<file path="config.mk">
export PLATFORM = sky130hd
export DESIGN_NAME = adc_capture_packer
export DESIGN_NICKNAME = d
export VERILOG_FILES = /design/src/rtl/adc_capture_packer.sv
export SDC_FILE = /design/constraint.sdc
export NUM_CORES = 1
export LEC_CHECK = 0
export ABC_AREA = 1
export ABC_CLOCK_PERIOD_IN_PS = 6700
export CORE_UTILIZATION = 50
export CTS_BUF_LIST = sky130_fd_sc_hd__clkbuf_8
export CTS_CLUSTER_SIZE = 40
export DETAILED_ROUTE_END_ITERATION = 8
export PLACE_DENSITY_LB_ADDON = 0.15
export SYNTH_ARGS = -nofsm -noshare
export SYNTH_HDL_FRONTEND = slang
export SYNTH_SLANG_ARGS = --single-unit
</file>
<file path="constraint.sdc">
create_clock -name ACLK -period 6.7 [get_ports ACLK]
set_input_delay 2.01 -clock ACLK [delete_from_list [all_inputs] [get_ports ACLK]]
set_output_delay 2.01 -clock ACLK [all_outputs]
set_load 0.01 [all_outputs]
</file>
<file path="src/rtl/adc_capture_packer.sv">
// rtl/adc_capture_packer.sv - ADC sample capture with decimation, test ramp and FWFT FIFO onto AXI-Stream.
// Emits exactly the latched dsize beats per start; overflowed sets are retried by later sets.
module adc_capture_packer #(
   parameter int NCH   = 2,
   parameter int SW    = 16,
   parameter int DEPTH = 16
) (
   input  logic                  ACLK,
   input  logic                  ARESETN,
   input  logic                  s_valid,
   input  logic [NCH*SW-1:0]     s_data,
   input  logic                  cfg_start,
   input  logic                  cfg_test,
   input  logic [31:0]           cfg_dsize,
   input  logic [7:0]            cfg_decim,
   output logic                  sr_busy,
   output logic                  sr_done,
   output logic                  sr_ovf,
   output logic                  m00_axis_tvalid,
   output logic [NCH*SW-1:0]     m00_axis_tdata,
   output logic [NCH*SW/8-1:0]   m00_axis_tkeep,
   output logic                  m00_axis_tlast,
   input  logic                  m00_axis_tready
);
   localparam int DW = NCH * SW;
   localparam int AW = $clog2(DEPTH);

   typedef enum logic [1:0] {S_IDLE, S_CAPTURE, S_DRAIN} state_t;

   state_t          r_state, w_next;
   logic [31:0]     r_dsize, r_wr_cnt, r_beat_cnt;
   logic [7:0]      r_decim, r_dec_cnt;
   logic            r_ovf, r_done;
   logic [DW-1:0]   r_mem [DEPTH];
   logic [AW-1:0]   r_wptr, r_rptr;
   logic [AW:0]     r_fill;

   logic            w_start, w_keep, w_full, w_push, w_drop, w_pop;
   logic [DW-1:0]   w_ramp, w_wdata;

   // Ramp index is the written-set count, so sets lost to overflow leave no gap.
   for (genvar gk = 0; gk < NCH; gk++) begin : g_ramp
      logic [31:0] w_rv;
      assign w_rv = r_wr_cnt * 32'(NCH) + 32'(gk);
      assign w_ramp[gk*SW +: SW] = w_rv[SW-1:0];
   end

   assign w_wdata = cfg_test ? w_ramp : s_data;
   assign w_keep  = (r_state == S_CAPTURE) && s_valid && (r_dec_cnt == 8'd0);
   assign w_full  = (r_fill == (AW+1)'(DEPTH));
   assign w_push  = w_keep && !w_full;
   assign w_drop  = w_keep && w_full;
   assign w_pop   = m00_axis_tvalid && m00_axis_tready;
   assign w_start = (r_state == S_IDLE) && (w_next == S_CAPTURE);

   assign m00_axis_tvalid = (r_fill != '0);
   assign m00_axis_tdata  = m00_axis_tvalid ? r_mem[r_rptr] : '0;
   assign m00_axis_tkeep  = m00_axis_tvalid ? '1 : '0;
   assign m00_axis_tlast  = m00_axis_tvalid && (r_beat_cnt == r_dsize - 32'd1);
   assign sr_busy         = (r_state != S_IDLE);
   assign sr_done         = r_done;
   assign sr_ovf          = r_ovf;

   always_comb begin
      w_next = r_state;
      case (r_state)
         S_IDLE:    if (cfg_start && (cfg_dsize != 32'd0)) w_next = S_CAPTURE;
         S_CAPTURE: if (w_push && (r_wr_cnt == r_dsize - 32'd1)) w_next = S_DRAIN;
         S_DRAIN:   if (w_pop && m00_axis_tlast) w_next = S_IDLE;
         default:   w_next = S_IDLE;
      endcase
   end

   always_ff @(posedge ACLK) begin
      if (!ARESETN) begin
         r_state    <= S_IDLE;
         r_done     <= 1'b0;
         r_ovf      <= 1'b0;
         r_dsize    <= '0;
         r_decim    <= '0;
         r_wr_cnt   <= '0;
         r_beat_cnt <= '0;
         r_dec_cnt  <= '0;
         r_wptr     <= '0;
         r_rptr     <= '0;
         r_fill     <= '0;
      end else begin
         r_state <= w_next;
         r_done  <= (r_state == S_DRAIN) && (w_next == S_IDLE);
         if (w_start) begin
            r_dsize    <= cfg_dsize;
            r_decim    <= cfg_decim;
            r_wr_cnt   <= '0;
            r_beat_cnt <= '0;
            r_dec_cnt  <= '0;
            r_ovf      <= 1'b0;
         end else begin
            if ((r_state == S_CAPTURE) && s_valid)
               r_dec_cnt <= (r_dec_cnt == r_decim) ? 8'd0 : r_dec_cnt + 8'd1;
            if (w_push) r_wr_cnt <= r_wr_cnt + 32'd1;
            if (w_pop)  r_beat_cnt <= r_beat_cnt + 32'd1;
            if (w_drop) r_ovf <= 1'b1;
         end
         if (w_push) r_wptr <= r_wptr + 1'b1;
         if (w_pop)  r_rptr <= r_rptr + 1'b1;
         case ({w_push, w_pop})
            2'b10:   r_fill <= r_fill + 1'b1;
            2'b01:   r_fill <= r_fill - 1'b1;
            default: r_fill <= r_fill;
         endcase
      end
   end

   always_ff @(posedge ACLK) begin
      if (w_push) r_mem[r_wptr] <= w_wdata;
   end
endmodule

</file>
==> flow_summary.json <==
{
  "ff2ff_setup_slack_ps": 3440,
  "cpPeakStageDelay_ps": 610,
  "critical_path.cell_chain": "inv_2 -> buf_12 -> o21ai_0 -> o22ai_1 -> nor2_1 -> nor2_1 -> o21ai_0 -> a21oi_1 -> clkdlybuf4s50_1",
  "grt-busiest-layer": "met2",
  "drc_errors": 0,
  "first_global_vias": 20978,
  "use_met3_pct": 4.007,
  "postRouteAntennaNets": 0,
  "period_share_pct": 88.42,
  "fin_util_pct": 58.25,
  "comb_power_share_pct": 26.0,
  "dieArea_mm2": 0.05758,
  "gr-usage-all-layers_pct": 28.15,
  "wirelength_um": 80250,
  "finalHoldViolations": 0,
  "start_util_pct": 50.99,
  "cts_buffers": 105,
  "ioPinCount": 119,
  "cp_data_arrival_time_ps": 3910,
  "port_buffers": 118,
  "cts_root_buf": "clkbuf_8",
  "leakage_nw": 11.37,
  "synth_area_per_cell_um2": 10.31,
  "cts_tree": "yes",
  "hpwl_um": 50380,
  "synth.distinct_cells": 51,
  "vias": 21380,
  "slowest_stage": "clkdlybuf4s50_1",
  "yosysSeqAreaShare_pct": 63.71,
  "fp-row-count": 86,
  "drtPass1Iterations": 5,
  "ctsResizeCount": 0,
  "cp_data_required_time_ps": 4690,
  "outcome": "finished clean",
  "grt_use_met1_pct": 35.59,
  "startpoint_type": "register",
  "worst_slew_pin_slew_ps": 1035,
  "rsz0062_at_grt": "no",
  "max_cap_viol_count": 0,
  "power_density_mw_per_mm2": 320.6,
  "p_seq_share_pct": 43.4,
  "die_w_um": 240.0,
  "drt_iter0_drc": 1723,
  "fill_cells": 4812,
  "ys_ff_latch": 645,
  "clock_latency_ps": 710,
  "final_cells": 3716,
  "core_area_mm2": 0.05552,
  "crit_fanout": 77,
  "fmax_mhz": 168.8,
  "clock_power_share_pct": 30.5,
  "antenna_found_initial": 2,
  "clockBufferDepth": 3,
  "hold_class": "register to register",
  "p_int_w": 0.006956,
  "finalMaxSlewViolations": 0,
  "wl_per_cell_um": 21.60,
  "swShare_pct": 32.91,
  "r2r_end": "r_mem[8][16]",
  "layout-drive-gt1-share_pct": 8.999,
  "grt.overflow.total": 0,
  "setup_viol": 0,
  "ys.flop_type": "edfxtp_1",
  "period_minus_slack_ps": 5924,
  "netlist_area_mm2": 0.02831,
  "gp_congestion": 0.9108,
  "end_kind": "output pin",
  "p_sw_w": 0.003413,
  "power_w": 0.01037,
  "setup_tns_ps": 0,
  "grt_use_met2_pct": 48.01,
  "grt_pass1_wl_um": 121000,
  "grt_max_degree": 139,
  "endpoint": "m00_axis_tdata[0]",
  "fin_skew_ps": 29.86,
  "die_height_um": 240.0,
  "clkTransAtPathRegs_ps": 60,
  "r2r-start": "r_dec_cnt[0]",
  "async_flop_share_pct": 0,
  "clock-sinks": 645,
  "worstSetupPathType": "register to output pin",
  "dp.cells": 3516,
  "synthesis.nets": 2839,
  "reg2reg_depth": 10,
  "ir_drop_uv": 197.1,
  "yosysWarnings": 0,
  "cts_hold_buf": 0,
  "area_growth_pct": 14.24,
  "final_nets": 2968,
  "vias_per_cell": 5.753,
  "relSlewSlack_pct": 30.83,
  "post-cts-setup-buffers": 0,
  "synth_edf_count": 512,
  "h-tree-depth": 3,
  "syn_inst": 2746
}
metrics by stage:
step	hold slack (ps)	cell area, um2	setup WS (ps)
detailed placement	469.1	30380	1512
global route	527.2	32340	616.5
CTS	476.8	32340	784.8
finish	474.9	32340	775.5
floorplan	442.3	28310	2243
global placement	456.1	30380	1526
cell usage after synthesis, types with 7 or more instances:
master    count  area share [%]
a21oi_1     112             2.0
buf_1        13            0.17
buf_2         8            0.14
clkbuf_1    112             1.5
dfxtp_1     133             9.4
edfxtp_1    512              54
ha_1         14            0.62
inv_1       149             2.0
inv_2        11            0.15
nand2_1     358             4.7
nand2_2      10            0.22
nand3_1     155             2.7
nand4_1      19            0.42
nor2_1      472             6.3
nor2_2       22            0.49
nor3_1       26            0.46
nor4_1       18            0.40
o21ai_0     351             6.2
o21ai_1       7            0.12
o221ai_1     97             3.0
o22ai_1      32            0.71
xnor2_1      17            0.53
xor2_1       35             1.1
critical path, delay by kind of cell, from the launching register on:
kind	cells	cell delay (ps)
buf+inv	3	1600
simple gates	2	180
compound gates	4	810
flops	1	560
state kept, by name, indices dropped and copies added (netlist names), named ones only:
| signal | cells |
|---|---|
| r_decim | 8 |
| r_wr_cnt | 32 |
| r_fill | 5 |
| r_dsize | 32 |
| sr_done | 1 |
| r_rptr | 4 |
| r_state | 2 |
| sr_ovf | 1 |
| r_dec_cnt | 8 |
| r_wptr | 4 |
| r_mem | 512 |
| r_beat_cnt | 32 |
placed cells by master (no fill, tap or decap), types with 5 or more instances in the layout:
cell	count
inv_2	12
xnor3_1	5
o21ai_0	351
clkdlybuf4s50_1	118
nand2_2	10
clkinv_1	23
inv_1	196
o221ai_1	97
xnor2_1	17
dfxtp_1	130
nor3_1	26
nor2_2	22
nor4_1	18
o21ai_1	7
clkbuf_8	106
clkinvlp_4	6
nand2_1	358
buf_4	37
xor2_1	35
nand4_1	19
nand3_1	155
a21oi_1	112
edfxtp_1	512
nor2_4	21
ha_1	14
o22ai_1	32
clkinv_2	11
nor2_1	456
cells by family after synthesis:
kind of cell             count (synthesis)  synth area share [%]
XOR/XNOR                                57                 2.006
AND/OR/NAND/NOR                       1115                 17.04
flip-flops                             645                 63.71
adder cells (fa/ha/maj)                 15                0.6895
buffers and inverters                  301                 4.088
AO/OA/AOI/OAI                          613                 12.47
power by group through the flow:
stage	registers, W	logic (W)	clock network, W
global route	0.00451	0.00295	0.00340
detailed placement	0.00458	0.00269	0
global placement	0.00458	0.00263	0
floorplan	0.00451	0.00167	0
CTS	0.00450	0.00270	0.00323
finish	0.00450	0.00270	0.00317
metal layers:
layer	share of wire (%)	vias up
met4	3.8	0
met1	41	10386
met3	6.2	171
met2	49	822
li1	-	10001
met5	0	-
worst min-delay path by stage:
| stage | endpoint | startpoint | cells past startpoint | slack [ps] |
|---|---|---|---|---|
| 5_1_grt | register | r_rptr[2] | 2 | 530 |
| 3_3_place_gp | r_fill[4] | r_fill[4] | 1 | 460 |
| 2_1_floorplan | r_fill[4] | r_fill[4] | 1 | 440 |
| 3_5_place_dp | r_fill[4] | r_fill[4] | 1 | 470 |
| 6_report | r_fill[4] | r_fill[4] | 1 | 470 |
| 4_1_cts | r_fill[4] | r_fill[4] | 1 | 480 |
layout make-up:
class / instances / area (um2) / area share, %
sequential: 645 / 18050 / 55.80
clock buffer: 106 / 1459 / 4.511
tap: 748 / 935.9 / 2.894
clock inverter: 93 / 498.0 / 1.540
multi-input combinational: 1800 / 9236 / 28.56
antenna: 1 / 2.502 / 0.007738
timing repair buffer: 159 / 1539 / 4.759
inverter: 164 / 624.3 / 1.931
Power figures use the tool's default switching activity.
